File: config.mk
export PLATFORM = sky130hd
export DESIGN_NAME = bcd_serial_addsub
export DESIGN_NICKNAME = d
export VERILOG_FILES = /design/src/rtl/bcd_serial_addsub.sv
export SDC_FILE = /design/constraint.sdc
export NUM_CORES = 1
export LEC_CHECK = 0
export ABC_CLOCK_PERIOD_IN_PS = 3900
export BUFFER_PORTS_ARGS = -buffer_cell sky130_fd_sc_hd__clkbuf_2
export CORE_MARGIN = 2
export CORE_UTILIZATION = 53
export CTS_CLUSTER_DIAMETER = 60
export CTS_CLUSTER_SIZE = 24
export DETAILED_ROUTE_END_ITERATION = 12
export GPL_ROUTABILITY_DRIVEN = 0
export GPL_TIMING_DRIVEN = 0
export PLACE_DENSITY = 0.75
export SLEW_MARGIN = 25
export SYNTH_ARGS = -nofsm -noshare
export SYNTH_HDL_FRONTEND = slang
export SYNTH_SLANG_ARGS = --single-unit
File: constraint.sdc
create_clock -name clk -period 3.9 [get_ports clk]
set_input_delay 0.78 -clock clk [delete_from_list [all_inputs] [get_ports clk]]
set_output_delay 0.78 -clock clk [all_outputs]
set_load 0.05 [all_outputs]
File: src/rtl/bcd_serial_addsub.sv
// Digit-serial packed-BCD adder, one digit per clock, LSD first.
// Define BCD_ADDSUB_SUB_EN to enable nines-complement subtraction via the sub port.
module bcd_serial_addsub #(
    parameter int unsigned DIGITS = 4
) (
    input  logic                  clk,
    input  logic                  rst,
    input  logic                  start,
    input  logic [4*DIGITS-1:0]   a,
    input  logic [4*DIGITS-1:0]   b,
    input  logic                  cin,
    input  logic                  sub,
    output logic                  busy,
    output logic                  done,
    output logic [4*DIGITS-1:0]   sum,
    output logic                  cout,
    output logic                  err
);
    localparam int unsigned W  = 4 * DIGITS;
    localparam int unsigned IW = (DIGITS > 1) ? $clog2(DIGITS) : 1;

    typedef enum logic [1:0] {S_IDLE, S_RUN, S_DONE} state_t;

    state_t          state;
    logic [W-1:0]    a_r;
    logic [W-1:0]    b_r;
    logic [IW-1:0]   idx;
    logic            carry;

    logic [3:0]      da;
    logic [3:0]      db;
    logic [3:0]      dbx;
    logic [4:0]      t;
    logic [3:0]      dsum;
    logic            cnext;
    logic            dbad;

`ifdef BCD_ADDSUB_SUB_EN
    logic            sub_r;
`else
    logic            unused_sub;
    assign unused_sub = sub;
`endif

    // One BCD digit step on the current least-significant operand digits
    always_comb begin
        da    = a_r[3:0];
        db    = b_r[3:0];
`ifdef BCD_ADDSUB_SUB_EN
        dbx   = sub_r ? 4'(4'd9 - db) : db;
`else
        dbx   = db;
`endif
        t     = {1'b0, da} + {1'b0, dbx} + {4'b0000, carry};
        dsum  = t[3:0];
        cnext = 1'b0;
        if (t > 5'd9) begin
            dsum  = 4'(t + 5'd6);
            cnext = 1'b1;
        end
        dbad  = (da > 4'd9) || (db > 4'd9);
    end

    always_ff @(posedge clk or posedge rst) begin
        if (rst) begin
            state <= S_IDLE;
            a_r   <= '0;
            b_r   <= '0;
            idx   <= '0;
            carry <= 1'b0;
            busy  <= 1'b0;
            done  <= 1'b0;
            sum   <= '0;
            cout  <= 1'b0;
            err   <= 1'b0;
`ifdef BCD_ADDSUB_SUB_EN
            sub_r <= 1'b0;
`endif
        end else begin
            done <= 1'b0;
            case (state)
                S_IDLE, S_DONE: begin
                    if (start) begin
                        state <= S_RUN;
                        busy  <= 1'b1;
                        a_r   <= a;
                        b_r   <= b;
                        idx   <= '0;
                        err   <= 1'b0;
`ifdef BCD_ADDSUB_SUB_EN
                        sub_r <= sub;
                        carry <= sub ? ~cin : cin;
`else
                        carry <= cin;
`endif
                    end else begin
                        state <= S_IDLE;
                    end
                end
                S_RUN: begin
                    sum[{idx, 2'b00} +: 4] <= dsum;
                    carry <= cnext;
                    err   <= err | dbad;
                    a_r   <= a_r >> 4;
                    b_r   <= b_r >> 4;
                    if (idx == IW'(DIGITS - 1)) begin
                        state <= S_DONE;
                        busy  <= 1'b0;
                        done  <= 1'b1;
                        cout  <= cnext;
                    end else begin
                        idx <= idx + IW'(1);
                    end
                end
                default: state <= S_IDLE;
            endcase
        end
    end
endmodule

# After elaboration in Yosys (flattened, before gate mapping)
# Index checks and enable logic that the tools add are counted.
# totals
regBits	57
in_bits	37
output_inout_bits	20
elab_cells	57
# op_classes
addsub	5
n_lt_le_gt_ge	3
n_eq_ne	6
shifts	2
n_mux	22
bitwise	1
n_reduce_logical	8
# op_table
operator	n
$pmux W16 S2	2
$mux W16	2
$bwmux W16	1
$shift A4 B6 Y16 const A	1
$shiftx A4 B6 Y16	1
$gt A4 B4 Y1 const B	2
$mux W1	8
$pmux W2 S2	2
$mux W2	3
$ne A2 B2 Y1 const B	3
$neg A4 Y6	1
$pmux W1 S2	3
$reduce_and A3 Y1	2
$add A4 B4 Y5	1
$add A5 B1 Y5	1
$gt A5 B4 Y1 const B	1
$add A4 B3 Y4 const B	1
$eq A2 B2 Y1 const B	2
$mux W4	1
$reduce_and A2 Y1	2
$add A2 B1 Y2 const B	1
$eq A2 B1 Y1 const B	1
$logic_not A2 Y1	1
$reduce_bool A2 Y1	1
other kinds (3)	3

# Depth between registers and ports, before layout
# Gate-level depths: netlist of the first run.
# depth
word_depth	6
mapped_depth	10
mapped_depth_nobuf	10

# Least setup slack after synthesis of the first run
# No wires, ideal clock.
# synth_path
path_type	reg-to-reg
start	register a_r[0]
end	register sum[14]
setup_ps	67
arrival_ps	2459
path_slack_ps	1374
path_stages_with_launch	9
n_path_buf	0
synth_period_minus_slack_ps	2526
cell_sequence	dfrtp_1 fa_1 inv_1 fa_1 ha_1 a32o_2 nor3_4 mux2i_2 a22o_1
# synth_between
elab_chain_len	6
# synth_lines
element	line	rtl
start: declaration	25	logic [W-1:0] a_r;
start signal: assignment	104	a_r <= a_r >> 4;
$add A4 B4 Y5 (*)	54	t = {1'b0, da} + {1'b0, dbx} + {4'b0000, carry};
$add A5 B1 Y5 (*)	54	
$add A4 B3 Y4 / $gt A5 B4 Y1 (equally long branches)	58, 57	
$mux W4 (*)	57	if (t > 5'd9) begin
$shiftx A4 B6 Y16 (*)	101	sum[{idx, 2'b00} +: 4] <= dsum;
$bwmux W16 (*)	101	
end signal: indexed assignment	101	
end: declaration	15	output logic [4*DIGITS-1:0] sum,
# Mark *: on every way between the ends. The rest lies on a longest branch, timed or not.
# A chain may end at the register's enable or synchronous reset.

# Worst setup path in the final report of the first run
# Ends and elaborated chain as after synthesis.

==> flow_summary.yaml, run 1 <==
sta:
  setup_tns_ns: 0
  fin_crit_sh_pct: 71.2
  setup_viol_count_final: 0
  slew_headroom_pct: 64.8
  hold_viol: 0
  rsz0062_at_grt: "false"
  worst_pin_slew_ns: 0.529
  fin_ws_ns: 1.12
  min_period_ns: 2.78
  slew_violations: 0
  timing.fmax_mhz: 360
  fin_skew_ns: 0.00536
  whs_ns: 0.415
yosys:
  syn_nets: 304
  ys_seq_area_share_pct: 53.4
  netlist_area_mm2: 0.00267
  yosysUniqueCellTypes: 40
  ys_seq_elements: 57
  yosys_warnings: 0
  synth_edf_count: 0
  synth_async_sr_flop_share_pct: 100
  synth_flop_cell: "dfrtp_1"
  postSynthAreaPerCell_um2: 10.5
  syn_inst: 254
floorplan:
  die_h_um: 75.0
  start_util_pct: 55.8
  die_w_um: 75.0
  fp-row-count: 25
  core_mm2: 0.00479
  io_pins: 57
  die_area_mm2: 0.00563
grt:
  grt.total_usage_pct: 23.0
  first_global_vias: 2007
  grt_first_pass_wirelength_um: 9500
  antenna_found_initial: 0
  grt_overflow: 0
  grt_max_degree: 31
worst_setup_path:
  critPathKind: "flop to flop"
  required_ns: 4.18
  crit_path_start_kind: "flop"
  path_common_cell: "fa_1"
  cpMaxStageDelayCell: "fa_1"
  crit_chain: "fa_1, inv_1, fa_1, xor2_1, ha_1, nand2_1, a32o_2, nor3_4, mux2i_2, a22o_1"
  slowest_delay_ns: 0.46
  endpoint_kind: "flop"
  crit_fanout: 4
  cp.arrival_ns: 3.05
route:
  wl_per_cell_um: 14.6
  via_per_inst: 5.45
  drc_errors: 0
  num_vias: 2143
  dr.pass1.iters: 4
  ant_nets: 0
  drt_iter0_drc: 172
  totalWireLength_um: 5760
clocking:
  cts_root_buf: "clkbuf_8"
  htreeDepth: 3
  cts_resized: 0
  clock_latency_ns: 0.34
  clockBufferDepth: 2
  post_cts_buffers: 0
  cts.sinks: 57
  ctsHoldBuffers: 0
  cts_tree: "yes"
  numCtsBuffers: 9
  clkTransAtPathRegs_ns: 0.07
placement:
  pre_cts_ws_ns: 1.14
  hpwl_um: 4200
  portBuffers: 55
final_layout:
  area_delta_synth_final_pct: 21.6
  fin_nets: 371
  layout-drive-gt1-share_pct: 25.8
  postLayoutCoreUtil_pct: 67.9
  n_antenna_cell: 0
run_status:
  status: "finished, final reports clean"
run:
  max_cap_violations: 0
hold_path:
  worstHoldPathType: "input port to async pin"
## critical path: cells and delay by family, from the launching register on
kind                       cells  cell delay, ns
AOI/OAI and AO/OA              2            0.45
adders and majority gates      3            0.90
xor gates and xnor gates       1            0.32
DFF                            1            0.40
and+or+nand+nor                2            0.22
muxes                          1            0.34
buffers and inverters          1            0.09
## metal layers
metal  up-vias  routed length, um  track usage, %
li1       1038                  -               -
met1      1044               2620            32.1
met2        54               2800            35.3
met3         7                278            6.56
met4         0                 61            6.75
met5         -                  0               0
## state kept, by name, indices dropped and copies added (netlist names)
| name | flops |
|---|---|
| a_r | 16 |
| b_r | 16 |
| busy | 1 |
| carry | 1 |
| cout | 1 |
| done | 1 |
| err | 1 |
| idx | 2 |
| state | 2 |
| sum | 16 |
## synthesized netlist by cell type (2+ instances only)
cell | n | area (um2)
a21oi_1 | 4 | 20.0
a221o_1 | 2 | 20.0
a22o_1 | 16 | 140
a22oi_1 | 23 | 173
and2_1 | 2 | 12.5
and3_1 | 2 | 12.5
buf_1 | 2 | 7.51
clkbuf_1 | 8 | 30.0
dfrtp_1 | 57 | 1430
fa_1 | 2 | 40.0
ha_1 | 11 | 138
inv_1 | 8 | 30.0
nand2_1 | 60 | 225
nand2b_1 | 2 | 12.5
nand3_1 | 3 | 15.0
nand4_1 | 2 | 12.5
nor2_1 | 9 | 33.8
nor2b_1 | 6 | 37.5
nor3_1 | 2 | 10.0
o21ai_0 | 9 | 45.0
o21ai_1 | 5 | 25.0
## stage by stage
step,cell area [um2],instances
floorplan,2670,254
global placement,3030,376
detailed placement,3050,377
CTS,3250,393
global route,3250,393
finish,3250,393
## layout by cell type (no fill, tap or decap), types with 5 or more instances in the layout
cell / n
nor2_1: 9
clkbuf_1: 8
clkbuf_8: 10
a22o_1: 16
inv_1: 7
o21ai_1: 5
clkbuf_2: 55
o21ai_0: 9
a22oi_1: 23
ha_1: 11
nand2_1: 60
dfrtp_1: 57
nor2b_1: 6
## cell families (layout without fill, tap and decap cells)
| kind of cell | count (synthesis) | in the layout | synth area share, % |
|---|---|---|---|
| fa+ha+maj | 13 | 13 | 6.65 |
| buf+inv | 19 | 91 | 2.72 |
| compound gates | 69 | 69 | 20.0 |
| flops | 57 | 57 | 53.4 |
| mux | 1 | 1 | 0.515 |
| simple gates | 93 | 93 | 15.8 |
| xor+xnor | 2 | 2 | 0.937 |
## layout make-up
| class | instances | area [um2] |
|---|---|---|
| Timing Repair Buffer | 56 | 295 |
| Sequential cell | 57 | 1430 |
| Buffer | 11 | 42.5 |
| Clock inverter | 6 | 57.6 |
| Tap cell | 67 | 83.8 |
| Inverter | 8 | 32.5 |
| Multi-Input combinational cell | 178 | 1170 |
| Fill cell | 392 | 1540 |
| Clock buffer | 10 | 138 |
## path summary, 6_finish.rpt
check                      slack [ns]  cells after the start                   to                 from
max reg2reg                      1.12                     10  sum[14]$_DFFE_PP0P_   a_r[0]$_DFFE_PP0P_
min reg2reg                      0.48                      2  b_r[10]$_DFFE_PP0P_  b_r[10]$_DFFE_PP0P_
min in group clk                 0.48                      2  b_r[10]$_DFFE_PP0P_  b_r[10]$_DFFE_PP0P_
max in group asynchronous        3.02                      3   b_r[0]$_DFFE_PP0P_                  rst
min                              0.42                      2  a_r[11]$_DFFE_PP0P_                  rst
max                              1.12                     10  sum[14]$_DFFE_PP0P_   a_r[0]$_DFFE_PP0P_
Power of run 1 is left out: the tool's default activity adds up to more than one toggle a clock period on the data nets, which glitch-free logic cannot reach.
==> run 2: changes to the inputs <==
--- a/config.mk
+++ b/config.mk
@@ -5,7 +5,8 @@
 export SDC_FILE = /design/constraint.sdc
 export NUM_CORES = 1
 export LEC_CHECK = 0
-export ABC_CLOCK_PERIOD_IN_PS = 3900
+export ABC_AREA = 1
+export ABC_CLOCK_PERIOD_IN_PS = 2800
 export BUFFER_PORTS_ARGS = -buffer_cell sky130_fd_sc_hd__clkbuf_2
 export CORE_MARGIN = 2
 export CORE_UTILIZATION = 53
==> constraint.sdc (replaced) <==
create_clock -name clk -period 2.8 [get_ports clk]
set_input_delay 0.56 -clock clk [delete_from_list [all_inputs] [get_ports clk]]
set_output_delay 0.56 -clock clk [all_outputs]
set_load 0.05 [all_outputs]
==> flow_summary.yaml, run 2 <==
route:
  num_vias: 2308
  ant_nets: 0
  wl_per_cell_um: 13.5
  drt_iter0_drc: 113
  totalWireLength_um: 6070
  dr.pass1.iters: 4
  drc_errors: 0
  via_per_inst: 5.13
worst_setup_path:
  critPathKind: "flop to flop"
  worst-r2r-setup-slack_ns: 0.19
  crit_path_start_kind: "flop"
  required_ns: 3.06
  crit_fanout: 5
  cp.arrival_ns: 2.88
  slowest_delay_ns: 0.51
  r2r_start: "a_r[0]$_DFFE_PP0P_"
  cpMaxStageDelayCell: "fa_1"
  reg2reg_to: "sum[6]$_DFFE_PP0P_"
  endpoint_kind: "flop"
  ff2ff_path_depth: 13
  path_common_cell: "nand2_2"
  crit_chain: "fa_1, inv_1, fa_1, ha_1, inv_1, a21oi_1, a21oi_2, nand2_2, nand2_4, nand2_2, nand2_2, nand4_1, nand2_1"
clocking:
  clock_latency_ns: 0.33
  cts_tree: "yes"
  htreeDepth: 3
  numCtsBuffers: 9
  cts_root_buf: "clkbuf_8"
  cts.sinks: 57
  cts_resized: 0
  post_cts_buffers: 0
  ctsHoldBuffers: 0
  clockBufferDepth: 2
  clkTransAtPathRegs_ns: 0.06
yosys:
  postSynthAreaPerCell_um2: 8.94
  yosysMostFrequentCell: "nand2_1"
  netlist_area_mm2: 0.00278
  yosys-top-cells-area: "dfrtp_1 51%, nand2_1 12%, inv_1 6.2%"
  yosys.area.top_type: "dfrtp_1"
  synth_edf_count: 0
  synth_flop_cell: "dfrtp_1"
  syn_nets: 361
  syn_inst: 311
  yosysUniqueCellTypes: 31
  synthTopCellsByCount: "89 x nand2_1, 57 x dfrtp_1, 46 x inv_1, 20 x nand3_1"
  synth_async_sr_flop_share_pct: 100
  ys_seq_area_share_pct: 51.3
  synth_top_area_share_pct: 51.3
  yosys_warnings: 0
  ys_seq_elements: 57
final_layout:
  n_antenna_cell: 0
  fillers: 445
  fin_nets: 428
  final_cell_area_mm2: 0.00332
  layout_commonest_cell: "nand2_1"
  layout-drive-gt1-share_pct: 23.4
  fin_cells: 450
  layout_common_cells: "89 x nand2_1, 57 x dfrtp_1, 55 x clkbuf_2"
  top_regs: "a_r: 16 flops, b_r: 16 flops, sum: 16 flops"
  area_delta_synth_final_pct: 19.3
grt:
  grt.total_usage_pct: 23.4
  grt_max_degree: 37
  grt_first_pass_wirelength_um: 10700
  grt_overflow: 0
  antenna_found_initial: 0
  first_global_vias: 2287
floorplan:
  core_mm2: 0.00507
  start_util_pct: 54.8
  die_h_um: 76.4
  die_area_mm2: 0.00584
  io_pins: 57
  fp-row-count: 26
  die_w_um: 76.4
sta:
  fin_skew_ns: 0.00810
  rsz0062_at_grt: "false"
  hold_viol: 0
  fin_crit_sh_pct: 93.4
  timing.fmax_mhz: 382
  min_period_ns: 2.61
  slew_violations: 0
  slew_headroom_pct: 63.7
  worst_pin_slew_ns: 0.544
  setup_viol_count_final: 0
  setup_tns_ns: 0
pwr:
  power.leakage_nw: 1.76
  p_total_mw: 4.73
  power_density_mw_per_mm2: 1430
  vdd_drop_max_v: 0.000682
placement:
  hpwl_um: 4480
  dpl_cell_area_mm2: 0.00317
  portBuffers: 55
  placed_cells: 437
run_status:
  status: "finished, final reports clean"
hold_path:
  worstHoldPathType: "input port to async pin"
run:
  max_cap_violations: 0
[run 2: cell types whose count changed in the layout (fill, tap and decap cells not counted), sizes merged, moves of 4 or more]
cell	change
o221ai	+12
a22o	-15
a22oi	-23
nand3	+18
nor2b	-6
nand4	+4
nand2	+37
inv	+39
o211ai	+11
[run 2: layout make-up]
type / count / area [um2] / share of cell area [%]
buffer: 12 / 60.1 / 1.81
clock buffer: 12 / 145 / 4.38
clock inverter: 1 / 5.00 / 0.151
inverter: 48 / 183 / 5.51
multi-input combinational: 194 / 1110 / 33.6
sequential: 57 / 1430 / 43.0
tap: 70 / 87.6 / 2.64
timing repair buffer: 56 / 295 / 8.90
[run 2: where the power goes]
part           total (mW)  switching [mW]  internal [mW]
registers            1.36           0.177           1.19
logic                2.75            1.90          0.851
clock network       0.624           0.295          0.329
total                4.73            2.37           2.37
[run 2: per-stage QoR]
step           hold WS (ns)  setup slack, ns  util (%)
2_1_floorplan         0.469            0.515         -
3_3_place_gp          0.462            0.178      62.0
3_5_place_dp          0.466            0.216      62.4
4_1_cts               0.168            0.194      65.4
5_1_grt               0.181           0.0353      65.4
6_report              0.166            0.185      65.4
[run 2: critical path, delay by kind of cell, from the launching register on]
kind / cells / cell delay, ns
fa+ha+maj: 3 / 1.25
simple gates: 6 / 0.54
flops: 1 / 0.41
buf+inv: 2 / 0.17
compound gates: 2 / 0.17
[run 2: worst max-delay path by stage]
| stage | end | startpoint | slack [ns] |
|---|---|---|---|
| floorplan | sum[13]$_DFFE_PP0P_ | a_r[0]$_DFFE_PP0P_ | 0.51 |
| global placement | b_r[1]$_DFFE_PP0P_ | rst | 0.18 |
| detailed placement | sum[6]$_DFFE_PP0P_ | a_r[0]$_DFFE_PP0P_ | 0.22 |
| CTS | sum[6]$_DFFE_PP0P_ | a_r[0]$_DFFE_PP0P_ | 0.19 |
| global route | sum[6]$_DFFE_PP0P_ | a_r[0]$_DFFE_PP0P_ | 0.04 |
| finish | sum[6]$_DFFE_PP0P_ | a_r[0]$_DFFE_PP0P_ | 0.19 |
[run 2: kinds of logic (layout without fill, tap and decap cells)]
| logic type | Yosys count | after routing | share of synthesized area, % |
|---|---|---|---|
| adder cells (fa/ha/maj) | 13 | 13 | 6.39 |
| buffers and inverters | 60 | 129 | 8.64 |
| flip-flops | 57 | 57 | 51.3 |
| AO/OA/AOI/OAI | 46 | 46 | 11.8 |
| AND/OR/NAND/NOR | 135 | 135 | 21.9 |
[run 2: metal layers]
| layer | up-vias | GRT usage (%) | routed length, um |
|---|---|---|---|
| met5 | - | 0 | 0 |
| met4 | 0 | 7.09 | 74 |
| met3 | 6 | 6.28 | 264 |
| met2 | 56 | 35.2 | 2790 |
| met1 | 1098 | 33.3 | 2940 |
| li1 | 1148 | - | - |
Power figures use the tool's default switching activity.
==> run 3: changes to the inputs <==
--- a/config.mk
+++ b/config.mk
@@ -14,7 +14,6 @@
 export CTS_CLUSTER_SIZE = 24
 export DETAILED_ROUTE_END_ITERATION = 12
 export GPL_ROUTABILITY_DRIVEN = 0
-export GPL_TIMING_DRIVEN = 0
 export PLACE_DENSITY = 0.75
 export SLEW_MARGIN = 25
 export SYNTH_ARGS = -nofsm -noshare
==> flow_summary.yaml, run 3 (synthesized netlist as in run 2, its figures left out) <==
run_status:
  status: "finished, final reports clean"
clocking:
  ctsHoldBuffers: 0
  htreeDepth: 3
  clock_latency_ns: 0.33
  cts_tree: "yes"
  clockBufferDepth: 2
  post_cts_buffers: 0
  cts.sinks: 57
  numCtsBuffers: 9
  cts_resized: 0
  cts_root_buf: "clkbuf_8"
  clkTransAtPathRegs_ns: 0.06
floorplan:
  die_h_um: 76.4
  core_mm2: 0.00507
  start_util_pct: 54.8
  die_w_um: 76.4
  die_area_mm2: 0.00584
  fp-row-count: 26
  io_pins: 57
final_layout:
  layout_common_cells: "89 x nand2_1, 57 x dfrtp_1, 55 x clkbuf_2"
  n_antenna_cell: 0
  layout_commonest_cell: "nand2_1"
  area_delta_synth_final_pct: 18.1
  multi_input_area_mm2: 0.00111
  top_regs: "a_r: 16 flops, b_r: 16 flops, sum: 16 flops"
  fin_nets: 420
  layout-drive-gt1-share_pct: 23.3
  regArea_mm2: 0.00143
  fillers: 425
worst_setup_path:
  cp_top_family: "adder cells"
  cpMaxStageDelayCell: "fa_1"
  cp.arrival_ns: 2.82
  cp-startpoint: "a_r[0]$_DFFE_PP0P_"
  crit_path_start_kind: "flop"
  critPathKind: "flop to flop"
  crit_chain: "fa_1, inv_1, fa_1, ha_1, a21oi_1, a21oi_2, nand2_2, nand2_4, nand2_2, nand4_2, o21bai_1"
  worst-r2r-setup-slack_ns: 0.23
  required_ns: 3.04
  slowest_delay_ns: 0.49
  endpoint_kind: "flop"
  crit_fanout: 5
  r2r_start: "a_r[0]$_DFFE_PP0P_"
  crit_buf_inv: 1
grt:
  grt_first_pass_wirelength_um: 9850
  grt_max_degree: 46
  first_global_vias: 2216
  antenna_found_initial: 0
  grt.total_usage_pct: 21.3
  grt_overflow: 0
sta:
  min_period_ns: 2.57
  fin_skew_ns: 0.00639
  timing.fmax_mhz: 389
  setup_viol_count_final: 0
  worst_pin_slew_ns: 0.746
  hold_viol: 0
  slew_violations: 0
  rsz0062_at_grt: "false"
  fin_crit_sh_pct: 91.9
  slew_headroom_pct: 50.2
  setup_tns_ns: 0
run:
  max_cap_violations: 0
placement:
  portBuffers: 55
  hpwl_um: 3980
route:
  drt_iter0_drc: 242
  totalWireLength_um: 5640
  wl_per_cell_um: 12.7
  ant_nets: 0
  drc_errors: 0
  via_per_inst: 5.16
  dr.pass1.iters: 5
  num_vias: 2284
hold_path:
  worstHoldPathType: "input port to async pin"
run 3: changes by cell type in the layout (fill, tap and decap cells not counted):
cell and delta:
buf_12 -1, clkbuf_1 -5, clkbuf_8 +1, buf_4 +3, clkbuf_4 -1, buf_2 -3
inv_4 -1
run 3: worst paths after layout:
path / to / depth (start not counted)
max in group asynchronous: a_r[11]$_DFFE_PP0P_ / 3
worst min register to register: sum[1]$_DFFE_PP0P_ / 2
worst min-delay path: sum[7]$_DFFE_PP0P_ / 2
worst max register to register: sum[7]$_DFFE_PP0P_ / 11
min in group clk: a_r[15]$_DFFE_PP0P_ / 3
worst max-delay path: sum[7]$_DFFE_PP0P_ / 11
run 3: final cells by class:
class / instances / share of cell area (%)
Clock buffer: 14 / 4.95
Inverter: 48 / 5.52
Multi-Input combinational cell: 194 / 33.9
Sequential cell: 57 / 43.4
Tap cell: 70 / 2.67
Timing Repair Buffer: 60 / 9.52
run 3: metal layers:
| metal | vias to the layer above | GRT usage, % | share of wire, % |
|---|---|---|---|
| met1 | 1072 | 28.6 | 48 |
| li1 | 1135 | - | - |
| met4 | 0 | 8.91 | 1.6 |
| met3 | 10 | 5.69 | 5.2 |
| met5 | - | 0 | 0 |
| met2 | 67 | 33.0 | 45 |
run 3: stage by stage:
| step | cells | setup WS, ns | cell area [um2] | utilization, % | hold WS (ns) |
|---|---|---|---|---|---|
| 3_3_place_gp | 429 | 0.286 | 3120 | 61.5 | 0.463 |
| 4_1_cts | 443 | 0.227 | 3280 | 64.7 | 0.427 |
| 6_report | 443 | 0.227 | 3290 | 64.7 | 0.321 |
| 3_5_place_dp | 429 | 0.277 | 3120 | 61.5 | 0.466 |
| 5_1_grt | 443 | 0.0934 | 3290 | 64.7 | 0.380 |
| 2_1_floorplan | 311 | 0.515 | 2780 | - | 0.469 |
Power of run 3 is left out for the same reason.
